===== config.mk =====
export PLATFORM = sky130hd
export DESIGN_NAME = cache_msg_dispatch
export DESIGN_NICKNAME = d
export VERILOG_FILES = /design/src/rtl/cache_msg_dispatch.sv
export SDC_FILE = /design/constraint.sdc
export NUM_CORES = 1
export LEC_CHECK = 0
export ABC_AREA = 1
export CAP_MARGIN = 40
export CORE_ASPECT_RATIO = 0.7
export CORE_UTILIZATION = 55
export CTS_CLUSTER_DIAMETER = 150
export DETAILED_ROUTE_END_ITERATION = 10
export GPL_TIMING_DRIVEN = 0
export PLACE_DENSITY_LB_ADDON = 0.3
export SETUP_SLACK_MARGIN = 0.5
export SLEW_MARGIN = 40
export SYNTH_ARGS = -nofsm -noshare
export SYNTH_HDL_FRONTEND = slang
export SYNTH_SLANG_ARGS = --single-unit

===== constraint.sdc =====
create_clock -name clk -period 7.15 [get_ports clk]
set_input_delay 1.0725 -clock clk [delete_from_list [all_inputs] [get_ports clk]]
set_output_delay 1.0725 -clock clk [all_outputs]
set_load 0.01 [all_outputs]

===== src/rtl/cache_msg_dispatch.sv =====
// MESI output-pair dispatcher: FIFO-buffered, serialised into bus/L1 beats.
// Optional per-kind beat counters are enabled with `define MSG_STATS_EN.
package cache_msg_pkg;
    typedef enum logic [2:0] {
        NULL = 3'd0, READ, WRITE, INVALIDATE, RWIM
    } bus_struct;
    typedef enum logic [2:0] {
        NULLMsg = 3'd0, GETLINE, SENDLINE, INVALIDATELINE, EVICTLINE
    } l2tol1_struct;
endpackage

module cache_msg_dispatch
    import cache_msg_pkg::*;
#(
    parameter int ADDR_W = 32,
    parameter int DEPTH  = 8,
    parameter int CNT_W  = 16
) (
    input  logic                       clk,
    input  logic                       rst,
    input  logic                       in_valid,
    input  bus_struct                  in_bus_op,
    input  l2tol1_struct               in_l1_msg,
    input  logic [ADDR_W-1:0]          in_addr,
    output logic                       out_valid,
    input  logic                       out_ready,
    output logic                       out_kind,
    output bus_struct                  out_bus_op,
    output l2tol1_struct               out_l1_msg,
    output logic [ADDR_W-1:0]          out_addr,
    output logic [$clog2(DEPTH):0]     fifo_count,
    output logic                       overflow,
    output logic [CNT_W-1:0]           drop_cnt
`ifdef MSG_STATS_EN
    ,
    output logic [CNT_W-1:0]           stat_read,
    output logic [CNT_W-1:0]           stat_write,
    output logic [CNT_W-1:0]           stat_inval,
    output logic [CNT_W-1:0]           stat_rwim,
    output logic [CNT_W-1:0]           stat_sendline,
    output logic [CNT_W-1:0]           stat_evict
`endif
);
    localparam int AW = $clog2(DEPTH);
    localparam int CW = AW + 1;
    localparam logic [1:0] S_IDLE = 2'd0;
    localparam logic [1:0] S_BUS  = 2'd1;
    localparam logic [1:0] S_L1   = 2'd2;

    bus_struct         bus_mem  [DEPTH];
    l2tol1_struct      l1_mem   [DEPTH];
    logic [ADDR_W-1:0] addr_mem [DEPTH];

    logic [AW-1:0]     wr_ptr_q, wr_ptr_d, rd_ptr_q, rd_ptr_d;
    logic [CW-1:0]     count_q, count_d;
    logic [1:0]        state_q, state_d;
    logic              valid_q, valid_d, kind_q, kind_d;
    bus_struct         bus_q, bus_d;
    l2tol1_struct      l1_q, l1_d, hold_l1_q, hold_l1_d;
    logic [ADDR_W-1:0] addr_q, addr_d;
    logic              ovf_q, ovf_d;
    logic [CNT_W-1:0]  drop_q, drop_d;
    logic              push_req, full, push, drop, pop;

    // Full comes from the registered count, so a same-cycle pop never frees room
    always_comb begin
        push_req = in_valid && (in_bus_op != NULL || in_l1_msg != NULLMsg);
        full     = count_q == CW'(DEPTH);
        push     = push_req && !full;
        drop     = push_req && full;
        pop      = (state_q == S_IDLE) && (count_q != '0);
        wr_ptr_d = push ? wr_ptr_q + AW'(1) : wr_ptr_q;
        rd_ptr_d = pop ? rd_ptr_q + AW'(1) : rd_ptr_q;
        count_d  = count_q;
        if (push && !pop) count_d = count_q + CW'(1);
        if (!push && pop) count_d = count_q - CW'(1);
        ovf_d    = ovf_q | drop;
        drop_d   = (drop && drop_q != '1) ? drop_q + CNT_W'(1) : drop_q;
    end

    always_comb begin
        state_d   = state_q;
        valid_d   = valid_q;
        kind_d    = kind_q;
        bus_d     = bus_q;
        l1_d      = l1_q;
        addr_d    = addr_q;
        hold_l1_d = hold_l1_q;
        unique case (state_q)
            S_IDLE: begin
                if (pop) begin
                    valid_d   = 1'b1;
                    addr_d    = addr_mem[rd_ptr_q];
                    hold_l1_d = l1_mem[rd_ptr_q];
                    if (bus_mem[rd_ptr_q] != NULL) begin
                        state_d = S_BUS;
                        kind_d  = 1'b0;
                        bus_d   = bus_mem[rd_ptr_q];
                        l1_d    = NULLMsg;
                    end else begin
                        state_d = S_L1;
                        kind_d  = 1'b1;
                        bus_d   = NULL;
                        l1_d    = l1_mem[rd_ptr_q];
                    end
                end
            end
            S_BUS: begin
                if (out_ready) begin
                    if (hold_l1_q != NULLMsg) begin
                        state_d = S_L1;
                        kind_d  = 1'b1;
                        bus_d   = NULL;
                        l1_d    = hold_l1_q;
                    end else begin
                        state_d = S_IDLE;
                        valid_d = 1'b0;
                        kind_d  = 1'b0;
                        bus_d   = NULL;
                        l1_d    = NULLMsg;
                        addr_d  = '0;
                    end
                end
            end
            S_L1: begin
                if (out_ready) begin
                    state_d = S_IDLE;
                    valid_d = 1'b0;
                    kind_d  = 1'b0;
                    bus_d   = NULL;
                    l1_d    = NULLMsg;
                    addr_d  = '0;
                end
            end
            default: state_d = S_IDLE;
        endcase
    end

    always_ff @(posedge clk) begin
        if (push) begin
            bus_mem[wr_ptr_q]  <= in_bus_op;
            l1_mem[wr_ptr_q]   <= in_l1_msg;
            addr_mem[wr_ptr_q] <= in_addr;
        end
    end

    always_ff @(posedge clk) begin
        if (rst) begin
            wr_ptr_q  <= '0;
            rd_ptr_q  <= '0;
            count_q   <= '0;
            state_q   <= S_IDLE;
            valid_q   <= 1'b0;
            kind_q    <= 1'b0;
            bus_q     <= NULL;
            l1_q      <= NULLMsg;
            addr_q    <= '0;
            hold_l1_q <= NULLMsg;
            ovf_q     <= 1'b0;
            drop_q    <= '0;
        end else begin
            wr_ptr_q  <= wr_ptr_d;
            rd_ptr_q  <= rd_ptr_d;
            count_q   <= count_d;
            state_q   <= state_d;
            valid_q   <= valid_d;
            kind_q    <= kind_d;
            bus_q     <= bus_d;
            l1_q      <= l1_d;
            addr_q    <= addr_d;
            hold_l1_q <= hold_l1_d;
            ovf_q     <= ovf_d;
            drop_q    <= drop_d;
        end
    end

    assign out_valid  = valid_q;
    assign out_kind   = kind_q;
    assign out_bus_op = bus_q;
    assign out_l1_msg = l1_q;
    assign out_addr   = addr_q;
    assign fifo_count = count_q;
    assign overflow   = ovf_q;
    assign drop_cnt   = drop_q;

`ifdef MSG_STATS_EN
    logic [CNT_W-1:0] st_q [6];
    logic [5:0]       hit;
    logic             hs;

    always_comb begin
        hs     = valid_q && out_ready;
        hit[0] = hs && bus_q == READ;
        hit[1] = hs && bus_q == WRITE;
        hit[2] = hs && bus_q == INVALIDATE;
        hit[3] = hs && bus_q == RWIM;
        hit[4] = hs && l1_q == SENDLINE;
        hit[5] = hs && l1_q == EVICTLINE;
    end

    always_ff @(posedge clk) begin
        for (int i = 0; i < 6; i++) begin
            if (rst) st_q[i] <= '0;
            else if (hit[i] && st_q[i] != '1) st_q[i] <= st_q[i] + CNT_W'(1);
        end
    end

    assign stat_read     = st_q[0];
    assign stat_write    = st_q[1];
    assign stat_inval    = st_q[2];
    assign stat_rwim     = st_q[3];
    assign stat_sendline = st_q[4];
    assign stat_evict    = st_q[5];
`endif
endmodule


# Yosys cells after proc, flatten, opt, wreduce, memory -nomap -nowiden
# Memories as Yosys holds them, arrays and structs flattened. A register that Yosys moved wholly into a read port is not among the register bits.
# Cells that the tools add are included.
# op_classes
add_sub_neg	5
n_eq_ne	9
n_mux	40
bitwise	1
n_reduce_logical	26
# ops
cell	n
32-bit 2-to-1 mux	4
32-bit one-hot mux with 3 select lines	1
3-bit 2-to-1 mux	13
16-bit by 1-bit adder with 16-bit output (second input constant)	1
16-bit != test (second input constant)	1
3-bit nonzero test	5
1-bit 2-to-1 mux	10
2-bit 2-to-1 mux	5
3-bit one-hot mux with 3 select lines	1
4-bit 2-to-1 mux	2
2-bit != test (second input constant)	4
1-bit logical AND	7
3-bit by 1-bit adder with 3-bit output (second input constant)	2
1-bit one-hot mux with 3 select lines	2
2-bit one-hot mux with 3 select lines	1
3-bit one-hot mux with 2 select lines	1
3-bit AND reduction	2
5-bit AND reduction	1
4-bit by 1-bit adder with 4-bit output (second input constant)	1
4-bit == test (second input constant)	1
4-bit AND reduction	1
2-bit nonzero test	2
4-bit nonzero test	1
4-bit by 1-bit subtractor with 4-bit output (second input constant)	1
9 further kinds	11
# totals
ff_bits	72
mem_bits_rw	304
inputBits	42
output_inout_bits	61
elab_cells	96
memories	3
# mem_list
memory	depth	width	rd	rd_ports_with_merged_regs	write_ports	line_no	text
addr_mem	8	32	1	1	1	52	logic [ADDR_W-1:0] addr_mem [DEPTH];
bus_mem	8	3	1	1	1	50	bus_struct bus_mem [DEPTH];
l1_mem	8	3	1	1	1	51	l2tol1_struct l1_mem [DEPTH];

# Depth between registers and ports, before layout
# Gate-level depths: netlist of the first run.
# logic_depth
depth_word	7
mapped_depth	12
depth_no_buf	12

# Worst setup path after synthesis of the first run
# OpenSTA, ideal clock, no wires.
# synth_timing
kind	input port to flip-flop
start	input port in_l1_msg[2]
end	memory addr_mem[1][0] (enable)
setup_time_ps	433
t_arrival_ps	3201
required_ps	6717
setup_slack_ps	3516
stages	8
n_path_buf	0
cell_sequence	nor3_1 -> nand2_1 -> nand2_1 -> inv_1 -> nand2_1 -> nor2_1 -> inv_1 -> nor2_1
# synth_via
elab_chain_cells	6
# synth_rtl
element	line_no	text
start, declared	23	input l2tol1_struct in_l1_msg,
3-bit nonzero test	67	push_req = in_valid && (in_bus_op != NULL || in_l1_msg != NULLMsg);
1-bit logical OR	67	
1-bit logical AND	67	
1-bit logical AND	69	push = push_req && !full;
1-bit 2-to-1 mux	140	if (push) begin
1-bit 2-to-1 mux (implied by the code)	143	addr_mem[wr_ptr_q] <= in_addr;
end, declared	52	
# Every way passes these cells.

# Worst setup path in the final report of the first run
# layout_timing
start	input port in_l1_msg[0]
end	memory addr_mem[1][13] (enable)
# Same word-level chain as after synthesis.

==> metrics, run 1 <==
# port buffers 102; # DRC 0; root buf cell clkbuf_16; Final min period 3380 ps; min-delay worst type reg2reg; fin worst setup slack 3770 ps; Reg clk slew, reported paths 60 ps; Startpoint Class primary input; postcts setup bufs 0; reg2reg start state_q[0]; global-route wire length before repair 60.4 mm; initial antenna violation count 0; core area 27000 µm²; Max clock buf depth 3; total power 6.91 mW; Leakage 6.44 nW; FP Rows 50; Final #Nets 1582; Initial Util 56.5%; largest net degree at the start of global routing 17; most frequent cells in the layout 304 x edfxtp_1, 225 x nand2_1, 219 x nor2_1, 146 x o21ai_0, 102 x clkdlybuf4s50_1; crit path DAT 3590 ps; vias in the first global route 10800; synth unique cells 34; Slew @ Worst Pin 860 ps; total routed wirelength 39.7 mm; GRT Residual Overflow 0; most common cell after layout, fill and taps aside edfxtp_1; routed len/inst 20.7 µm; Clock Sinks 379; flops & latches, synth 379; die area 28400 µm²; DR top layer met4; status completed; crit path kind in2reg; Reg power frac 39.5%; Worst slew margin 42.7%; antenna-violating nets left 0; setup total negative slack 0 ps; Hold Startpoint rd_ptr_q[2]; Gate power share 33.6%; Highest Clock Rate 0.296 GHz; internal power 4.50 mW; die height 141 µm; cells after synthesis 1372; Warnings, synthesis 0; Mapped Area 15200 µm²; Fin. Hold Viols 0; Gates resized, CTS repair 0; antenna diode count 0; CP peak stage delay 720 ps; Switch Pwr 2.41 mW; Slew Limit Fails 0; # H-tree levels 2; vias 11200; TritonRoute pass-1 iters 6; CP cell instances clkdlybuf4s50_1 > nor3_1 > nand2_1 > nand2_1 > inv_1 > nand2_1 > nor2_1 > inv_1 > nor2_4 > buf_8 > buf_8; GP Congestion 0.904; post-DP HPWL 25.6 mm; met2 wire len 18.2 mm; Worst EP required 7360 ps; Mapped Nets 1424; Max-Cap Viols 0; area grow syn2layout 20.1%; I/O pin count 103; vias per cell 5.84; CP endpoint kind register; Avg Cell Area, Syn 11.1 µm²; Hold Slack 456 ps; wire length on met3 3.86 mm; worst slack at placement 3270 ps; Max stage delay cell, worst path clkdlybuf4s50_1; GRT Overall Usage 28.1%; VDD IR max 0.244 mV; hold buffer count at cts 0; CP Launch Point in_l1_msg[0]; Final Cycle Share 47.3%; Pwr per Cell Area 378 nW/µm²; Starting DRT DRC Count 1220; switch share 34.8%; ratio of cells with drive above 1 in the final layout 8.35%; worst skew pair latency 520 ps; unrepaired setup endpoints after global routing no; WL met1 16.5 mm; setup violators final 0; most used cell, CP nand2_1; clock skew 14.7 ps; register area share after synthesis 69.8%; CTS tree yes; Critical Path Fanout Max 16; die width 201 µm; clock buffer count from CTS 36; Clk pwr share 26.9%
## routing by layer
| metal | global-route usage (%) | vias up |
|---|---|---|
| li1 | - | 5116 |
| met1 | 40.2 | 5372 |
| met2 | 44.0 | 632 |
| met3 | 4.16 | 84 |
| met4 | 10.4 | 0 |
| met5 | 0 | - |
## critical path, delay by kind of cell
| family | cells | cell delay (ps) |
|---|---|---|
| buffers and inverters | 5 | 1450 |
| AND/OR/NAND/NOR | 6 | 1060 |
## per-stage QoR
stage               instances  cell area [µm²]  utilization, %
global placement         1838            16700            62.0
CTS                      1920            18300            67.9
global route             1920            18300            67.9
detailed placement       1856            17200            63.7
finish                   1920            18300            67.9
floorplan                1372            15200               -
## logic make-up (layout without fill, tap and decap cells)
| family | after synthesis | in the layout | synth area share [%] |
|---|---|---|---|
| simple gates | 539 | 539 | 14.4 |
| flops | 379 | 379 | 69.8 |
| compound gates | 308 | 308 | 10.5 |
| buf+inv | 127 | 311 | 3.95 |
| fa+ha+maj | 10 | 10 | 0.822 |
| xor+xnor | 9 | 9 | 0.518 |
## area by class of cell
type                    instances  area (µm²)
well taps                     364         455
plain buffers                  76         403
flip-flops and latches        379       10600
clock inverters                12         111
fillers                      1924        8670
inverters                      51         199
multi-input cells             866        4060
clock buffers                  52        1010
repair buffers                120        1430
## cells in the mapped netlist
| master | number | area (µm²) |
|---|---|---|
| a21oi_1 | 67 | 335 |
| a31oi_1 | 4 | 25.0 |
| buf_1 | 6 | 22.5 |
| buf_2 | 24 | 120 |
| buf_4 | 11 | 82.6 |
| buf_6 | 6 | 67.6 |
| clkbuf_1 | 28 | 105 |
| clkbuf_2 | 1 | 5.00 |
| dfxtp_1 | 75 | 1500 |
| edfxtp_1 | 304 | 9130 |
| ha_1 | 10 | 125 |
| inv_1 | 45 | 169 |
| inv_2 | 3 | 11.3 |
| inv_4 | 3 | 18.8 |
| nand2_1 | 225 | 845 |
| nand2_4 | 1 | 11.3 |
| nand3_1 | 66 | 330 |
| nand4_1 | 3 | 18.8 |
| nand4_2 | 1 | 12.5 |
| nor2_1 | 227 | 852 |
| nor2_2 | 2 | 12.5 |
| nor2_4 | 1 | 11.3 |
| nor2_8 | 2 | 40.0 |
| nor3_1 | 10 | 50.1 |
| nor3b_1 | 1 | 7.51 |
| o21a_1 | 1 | 7.51 |
| o21ai_0 | 146 | 731 |
| o21ai_1 | 55 | 275 |
| o21bai_1 | 1 | 7.51 |
| o21bai_2 | 1 | 11.3 |
| o22ai_1 | 32 | 200 |
| o31a_1 | 1 | 8.76 |
| xnor2_1 | 3 | 26.3 |
| xor2_1 | 6 | 52.6 |
## registers in the layout (all words and copies together), names as in the netlist, named ones only
name,cells
drop_cnt,16
out_addr,32
overflow,1
l1_mem,24
addr_mem,256
hold_l1_q,3
rd_ptr_q,3
out_kind,1
fifo_count,4
bus_mem,24
out_bus_op,3
state_q,2
out_valid,1
out_l1_msg,3
wr_ptr_q,3
## final timing paths
| kind | depth (start not counted) | to | slack [ps] |
|---|---|---|---|
| min | 1 | rd_ptr_q[2] | 460 |
| max reg2reg | 12 | fifo_count[2] | 4630 |
| max | 11 | addr_mem[1][13] | 3770 |
| min reg2reg | 1 | rd_ptr_q[2] | 460 |
## power by group through the flow
stage	logic, mW	clock network, mW	registers [mW]
after floorplan	1.31	0	2.82
after detailed placement	2.26	0	2.77
final	2.32	1.86	2.73
after global placement	2.17	0	2.78
after global routing	2.51	1.95	2.75
after CTS	2.29	1.86	2.73
(Power assumes the default switching activity.)
==> inputs of run 2 (changes only) <==
--- a/config.mk
+++ b/config.mk
@@ -8,7 +8,7 @@
 export ABC_AREA = 1
 export CAP_MARGIN = 40
 export CORE_ASPECT_RATIO = 0.7
-export CORE_UTILIZATION = 55
+export CORE_UTILIZATION = 53
 export CTS_CLUSTER_DIAMETER = 150
 export DETAILED_ROUTE_END_ITERATION = 10
 export GPL_TIMING_DRIVEN = 0
==> constraint.sdc (replaced) <==
create_clock -name clk -period 2.75 [get_ports clk]
set_input_delay 0.4125 -clock clk [delete_from_list [all_inputs] [get_ports clk]]
set_output_delay 0.4125 -clock clk [all_outputs]
set_load 0.01 [all_outputs]
==> run 2 against run 1 <==
  * First-iteration DRC count up 3.4%
  * Utilization down 1.7 points
  * Via count up 0.38%
  * Count of clock-buffer cells in the layout down 7
==> metrics, run 2 (synthesized netlist as in run 1, its figures left out) <==
Most flops, register addr_mem; GP Congestion 0.934 (+3.3%); Final #Nets 1598 (+1.0%); Highest Clock Rate 0.454 GHz; Global Route met3 Usage 4.54% (+0.37 points); die width 205 µm (+1.9%); non-filler instance count after layout 1946 (+1.4%); Worst slew margin 50.2% (+7.6 points); initial antenna violation count 0 (unchanged); internal power 11.9 mW (+160%); Util after Layout 66.2% (-1.7 points); FP Rows 51 (+2.0%); Placed Cells 1866 (+0.54%); Reg power frac 38.9% (-0.6 points); vias 11200 (+0.38%); crit path DAT 2450 ps (-1140 ps); root buf cell clkbuf_16; min-delay worst type in2reg; die height 144 µm (+1.8%); CTS tree yes; VDD IR max 0.556 mV (+130%); Starting DRT DRC Count 1262 (+3.4%); antenna-violating nets left 0 (unchanged); antenna diode count 0 (unchanged); Switch Pwr 6.40 mW (+170%); Gate power share 33.4% (-0.2 points); Max clock buf depth 3 (unchanged); GRT Overall Usage 27.8% (-0.26 points); Worst EP required 3000 ps (-4360 ps); area of placed instances 17200 µm² (+0.10%); die area 29400 µm² (+3.7%); worst slack at placement -419 ps (-3690 ps); largest net degree at the start of global routing 18 (+1); FF-to-FF setup slack 540 ps (-4090 ps); ratio of cells with drive above 1 in the final layout 10.5% (+2.2 points); fin worst setup slack 545 ps (-3230 ps); worst skew pair latency 540 ps (+20 ps); met2 Use GR 43.0% (-0.93 points); Startpoint Class register; critical path's top delay family simple AND/OR/NAND/NOR gates; # port buffers 102 (unchanged); post-DP HPWL 26.0 mm (+1.6%); Max-Cap Viols 0 (unchanged); Final Instance Area 18500 µm² (+1.3%); Slew Limit Fails 0 (unchanged); Max stage delay cell, worst path dfxtp_1; vias per cell 5.78 (-0.96%); switch share 35.0% (+0.20 points); most common cell after layout, fill and taps aside edfxtp_1; Initial Util 54.4% (-2.1 points); Leakage 6.57 nW (+2.1%); CP bufs+invs 2 (-3); Final min period 2210 ps; Pwr per Cell Area 985 nW/µm² (+160%); routed len/inst 20.9 µm (+1.0%); max reg flops 256 (unchanged); vias in the first global route 10700 (-1.5%); clock buffer count from CTS 37 (+2.8%); fillers 2014 (+4.7%); core area 28000 µm² (+3.9%); CP cell instances nor2_2 > nand3_2 > nand3_1 > nor2_4 > buf_16 > buf_8; status completed; CP peak stage delay 500 ps (-220 ps); GRT Residual Overflow 0 (unchanged); I/O pin count 103 (unchanged); CP endpoint kind register; # H-tree levels 2 (unchanged); most frequent cells in the layout 304 x edfxtp_1, 224 x nand2_1, 218 x nor2_1, 146 x o21ai_0, 96 x clkdlybuf4s50_1; busiest layer in global routing met2; Clock Sinks 379 (unchanged); unrepaired setup endpoints after global routing no; setup total negative slack 0 ps (unchanged); met1 Use GR 40.3% (+0.073 points); crit path kind reg2reg; Final Cycle Share 80.2%; total routed wirelength 40.7 mm (+2.4%); Slew @ Worst Pin 747 ps (-113 ps); Critical Path Fanout Max 11 (-5); Fin. Hold Viols 0 (unchanged); clock skew 16.1 ps (+1.36 ps); hold buffer count at cts 0 (unchanged); # DRC 0 (unchanged); area grow syn2layout 21.7%; Reg clk slew, reported paths 70 ps (about the same); setup violators final 0 (unchanged); Clk pwr share 27.7% (+0.8 points); global-route wire length before repair 60.9 mm (+0.95%); TritonRoute pass-1 iters 6 (unchanged)
run 2: changes by cell type in the layout (fill, tap and decap cells not counted), sizes merged:
cell | previous run | this run
buf | 65 | 79
clkbuf | 81 | 75
clkdlybuf4s50 | 102 | 96
clkinv | 8 | 14
clkinvlp | 1 | 3
dlygate4sd2 | 0 | 6
inv | 52 | 55
run 2: path summary, 6_finish.rpt:
| check | start | to | cells past startpoint |
|---|---|---|---|
| worst max register to register | fifo_count[1] | addr_mem[4][5] | 6 |
| worst min-delay path | in_l1_msg[2] | l1_mem[0][2] | 1 |
| worst max-delay path | fifo_count[1] | addr_mem[4][5] | 6 |
| worst min register to register | out_addr[6] | out_addr[6] | 2 |
run 2: repair_timing:
action	CTS	global route
setup endpoints to repair	214	93
pin swaps	7	0
resized for setup	12	8
setup buffers	12	0
run 2: power groups by stage:
stage / clock (mW) / combinational, mW / sequential, mW
2_1_floorplan: 0 / 3.41 / 7.33
6_report: 5.07 / 6.09 / 7.11
5_1_grt: 5.32 / 6.63 / 7.16
3_3_place_gp: 0 / 5.60 / 7.22
4_1_cts: 5.09 / 5.95 / 7.10
3_5_place_dp: 0 / 5.84 / 7.22
run 2: worst reg2reg max path, stage by stage, from the launching register on:
cell and delay (ps):
dfxtp_1 500, nor2_2 100, nand3_2 130, nand3_1 400
nor2_4 400, buf_16 200, buf_8 170
run 2: per-layer routing:
metal	up-vias	part of all wire (%)
met5	-	0
met3	81	9.3
met1	5430	43
met2	590	46
li1	5146	-
met4	0	2.3
run 2: metrics by stage:
| stage | hold slack (ps) | total power [mW] |
|---|---|---|
| after floorplan | 412 | 10.7 |
| after global placement | 434 | 12.8 |
| after detailed placement | 437 | 13.1 |
| after CTS | 399 | 18.1 |
| after global routing | 406 | 19.1 |
| final | 408 | 18.3 |
run 2: area by class of cell:
| class | instances | area, µm² | area share [%] |
|---|---|---|---|
| Tap cell | 371 | 464 | 2.50 |
| Timing Repair Buffer | 135 | 1530 | 8.26 |
| Multi-Input combinational cell | 866 | 4110 | 22.2 |
| Clock buffer | 45 | 1020 | 5.49 |
| Sequential cell | 379 | 10600 | 57.3 |
| Inverter | 51 | 199 | 1.07 |
| Clock inverter | 23 | 176 | 0.952 |
| Buffer | 76 | 413 | 2.23 |
==> inputs of run 3 (changes only) <==
==> constraint.sdc (replaced) <==
create_clock -name clk -period 1.9 [get_ports clk]
set_input_delay 0.285 -clock clk [delete_from_list [all_inputs] [get_ports clk]]
set_output_delay 0.285 -clock clk [all_outputs]
set_load 0.01 [all_outputs]
==> run 3 against run 2 <==
  * The flow now finishes with violations (negative setup slack)
  * Global-route usage grew 7.3 points
  * Non-clock buffer count up 137
  * Setup slack lost 840 ps
  * Clock power is 41% higher
  * Flip-flop and latch count unchanged
  * Register-to-register slack worse by 840 ps
  * Combinational power increased by 150%
  * Critical endpoint is now drop_cnt[8]
  * Largest cell class unchanged
  * Largest power group is now combinational logic
==> metrics, run 3 (synthesized netlist as in run 1, its figures left out) <==
GP Congestion 0.908 (-2.8%); Slew @ Worst Pin 873 ps (+126 ps); worst slack at placement -1040 ps (-624 ps); setup violators final 292 (+292); fillers 1321 (-34%); Max clock buf depth 3 (unchanged); # port buffers 102 (unchanged); die area 29400 µm² (unchanged); core area 28000 µm² (unchanged); Startpoint Class register; most frequent cells in the layout 304 x edfxtp_1, 206 x nor2_1, 171 x nand2_1, 128 x o21ai_0, 68 x o21ai_1; CP endpoint kind register; most common cell after layout, fill and taps aside edfxtp_1; GRT Overall Usage 35.2% (+7.3 points); CP peak stage delay 390 ps (-110 ps); global-route wire length before repair 75.8 mm (+24%); die width 205 µm (unchanged); # H-tree levels 2 (unchanged); Critical Path Fanout Max 6 (-5); failing checks negative setup slack; vias in the first global route 12200 (+15%); Max stage delay cell, worst path a21oi_1; crit path DAT 2570 ps (+120 ps); Final Instance Area 22000 µm² (+19%); Final Cycle Share 115% (+35 points); Reg clk slew, reported paths 80 ps (about the same); Leakage 8.85 nW (+35%); # DRC 0 (unchanged); Hold Path Depth 1 (unchanged); antenna-violating nets left 0 (unchanged); Initial Util 54.4% (unchanged); crit path kind reg2reg; Pwr per Cell Area 1490 nW/µm² (+51%); Final #Nets 1734 (+8.5%); R2R cell count 10 (+4); VDD IR max 0.981 mV (+77%); die height 144 µm (unchanged); vias per cell 6.60 (+14%); Highest Clock Rate 0.456 GHz (+0.51%); Fin. Hold Viols 0 (unchanged); root buf cell clkbuf_16; max reg flops 256 (unchanged); post-DP HPWL 26.3 mm (+1.1%); Clock Sinks 379 (unchanged); Max-Cap Viols 0 (unchanged); Worst EP required 2270 ps (-730 ps); fin worst setup slack -294 ps (-839 ps); Most flops, register addr_mem; Worst slew margin 41.8% (-8.4 points); CTS tree yes; area of placed instances 17400 µm² (+0.95%); antenna diode count 0 (unchanged); unrepaired setup endpoints after global routing yes; clock buffer count from CTS 36 (-2.7%); routed len/inst 29.0 µm (+39%); clock skew 26.9 ps (+10.8 ps); FP Rows 51 (unchanged); FF/Latch Area 10700 µm² (+0.54%); area grow syn2layout 44.6%; CP cell instances nor2_4 > buf_6 > nand3_4 > buf_6 > nor2_4 > nand2_4 > inv_8 > buf_12 > nand2_1 > a21oi_1; worst skew pair latency 550 ps (about the same); ratio of cells with drive above 1 in the final layout 31.0% (+20 points); largest net degree at the start of global routing 16 (-2); TritonRoute pass-1 iters 6 (unchanged); GRT Residual Overflow 0 (unchanged); area of the multi-input gates 5000 µm² (+22%); Final min period 2190 ps (-11.2 ps); Slew Limit Fails 0 (unchanged); Starting DRT DRC Count 2308 (+83%); vias 13700 (+22%); total routed wirelength 60.3 mm (+48%); I/O pin count 103 (unchanged); initial antenna violation count 1 (+1); status finished with violations; min-delay worst type in2reg
[run 3: cell types whose count changed in the layout (fill, tap and decap cells not counted), sizes merged, moves of 2 or more]
cell,change
buf,+132
clkdlybuf4s50,-61
dlymetal6s2s,+52
clkbuf,+24
dlygate4sd2,-6
clkinv,-4
inv,-4
clkdlybuf4s15,+3
bufinv,-2
[run 3: timing repair]
item                                    4_1_cts  5_1_grt
endpoints found under the setup margin      435      438
buffers inserted                             86       37
gates resized for setup                     259      281
cloned                                       22        5
hold buffers                                  0        0
pin swaps                                    42       60
[run 3: metrics by stage]
stage	std cells	util, %	hold WS, ps	TNS, ps	power (mW)
final	2079	78.6	91.7	-27670	32.7
after global routing	2079	78.6	91.7	-37830	33.4
after CTS	2037	74.6	198	-64.6	29.6
after detailed placement	1865	62.0	439	-249280	19.3
after global placement	1845	60.6	429	-400010	19.0
after floorplan	1372	-	384	0	15.9
[run 3: area by class of cell]
class | instances | share of cell area, %
Inverter | 51 | 1.13
Clock inverter | 12 | 0.313
Buffer | 76 | 2.82
Timing Repair Buffer | 272 | 17.7
Clock buffer | 52 | 4.69
Multi-Input combinational cell | 866 | 22.7
Tap cell | 371 | 2.11
Sequential cell | 379 | 48.5
[run 3: per-layer routing]
metal	routed length [µm]	GRT usage, %	vias up
met5	9	0	-
met4	5000	17.2	2
met2	25800	54.2	1425
met1	20500	46.5	6406
li1	-	-	5438
met3	8940	9.14	459
[run 3: final timing paths]
kind                                     from      endpoint  slack [ps]
worst min register to register    rd_ptr_q[2]   rd_ptr_q[2]         460
worst min-delay path             in_l1_msg[2]  l1_mem[2][2]          90
worst max register to register  fifo_count[1]   drop_cnt[8]        -290
worst max-delay path            fifo_count[1]   drop_cnt[8]        -290
[run 3: worst max-delay path, delay by kind of cell, from the launching register on]
family | cells | cell delay (ps)
flip-flops | 1 | 360
AND/OR/NAND/NOR | 5 | 690
AO/OA/AOI/OAI | 1 | 390
buffers and inverters | 4 | 600
[run 3: power breakdown]
group          internal, mW  switching [mW]  total (mW)  leakage [nW]
Clock                  3.80            3.37        7.17         0.537
Combinational          6.29            8.76        15.0          4.92
Sequential             9.91           0.619        10.5          3.39
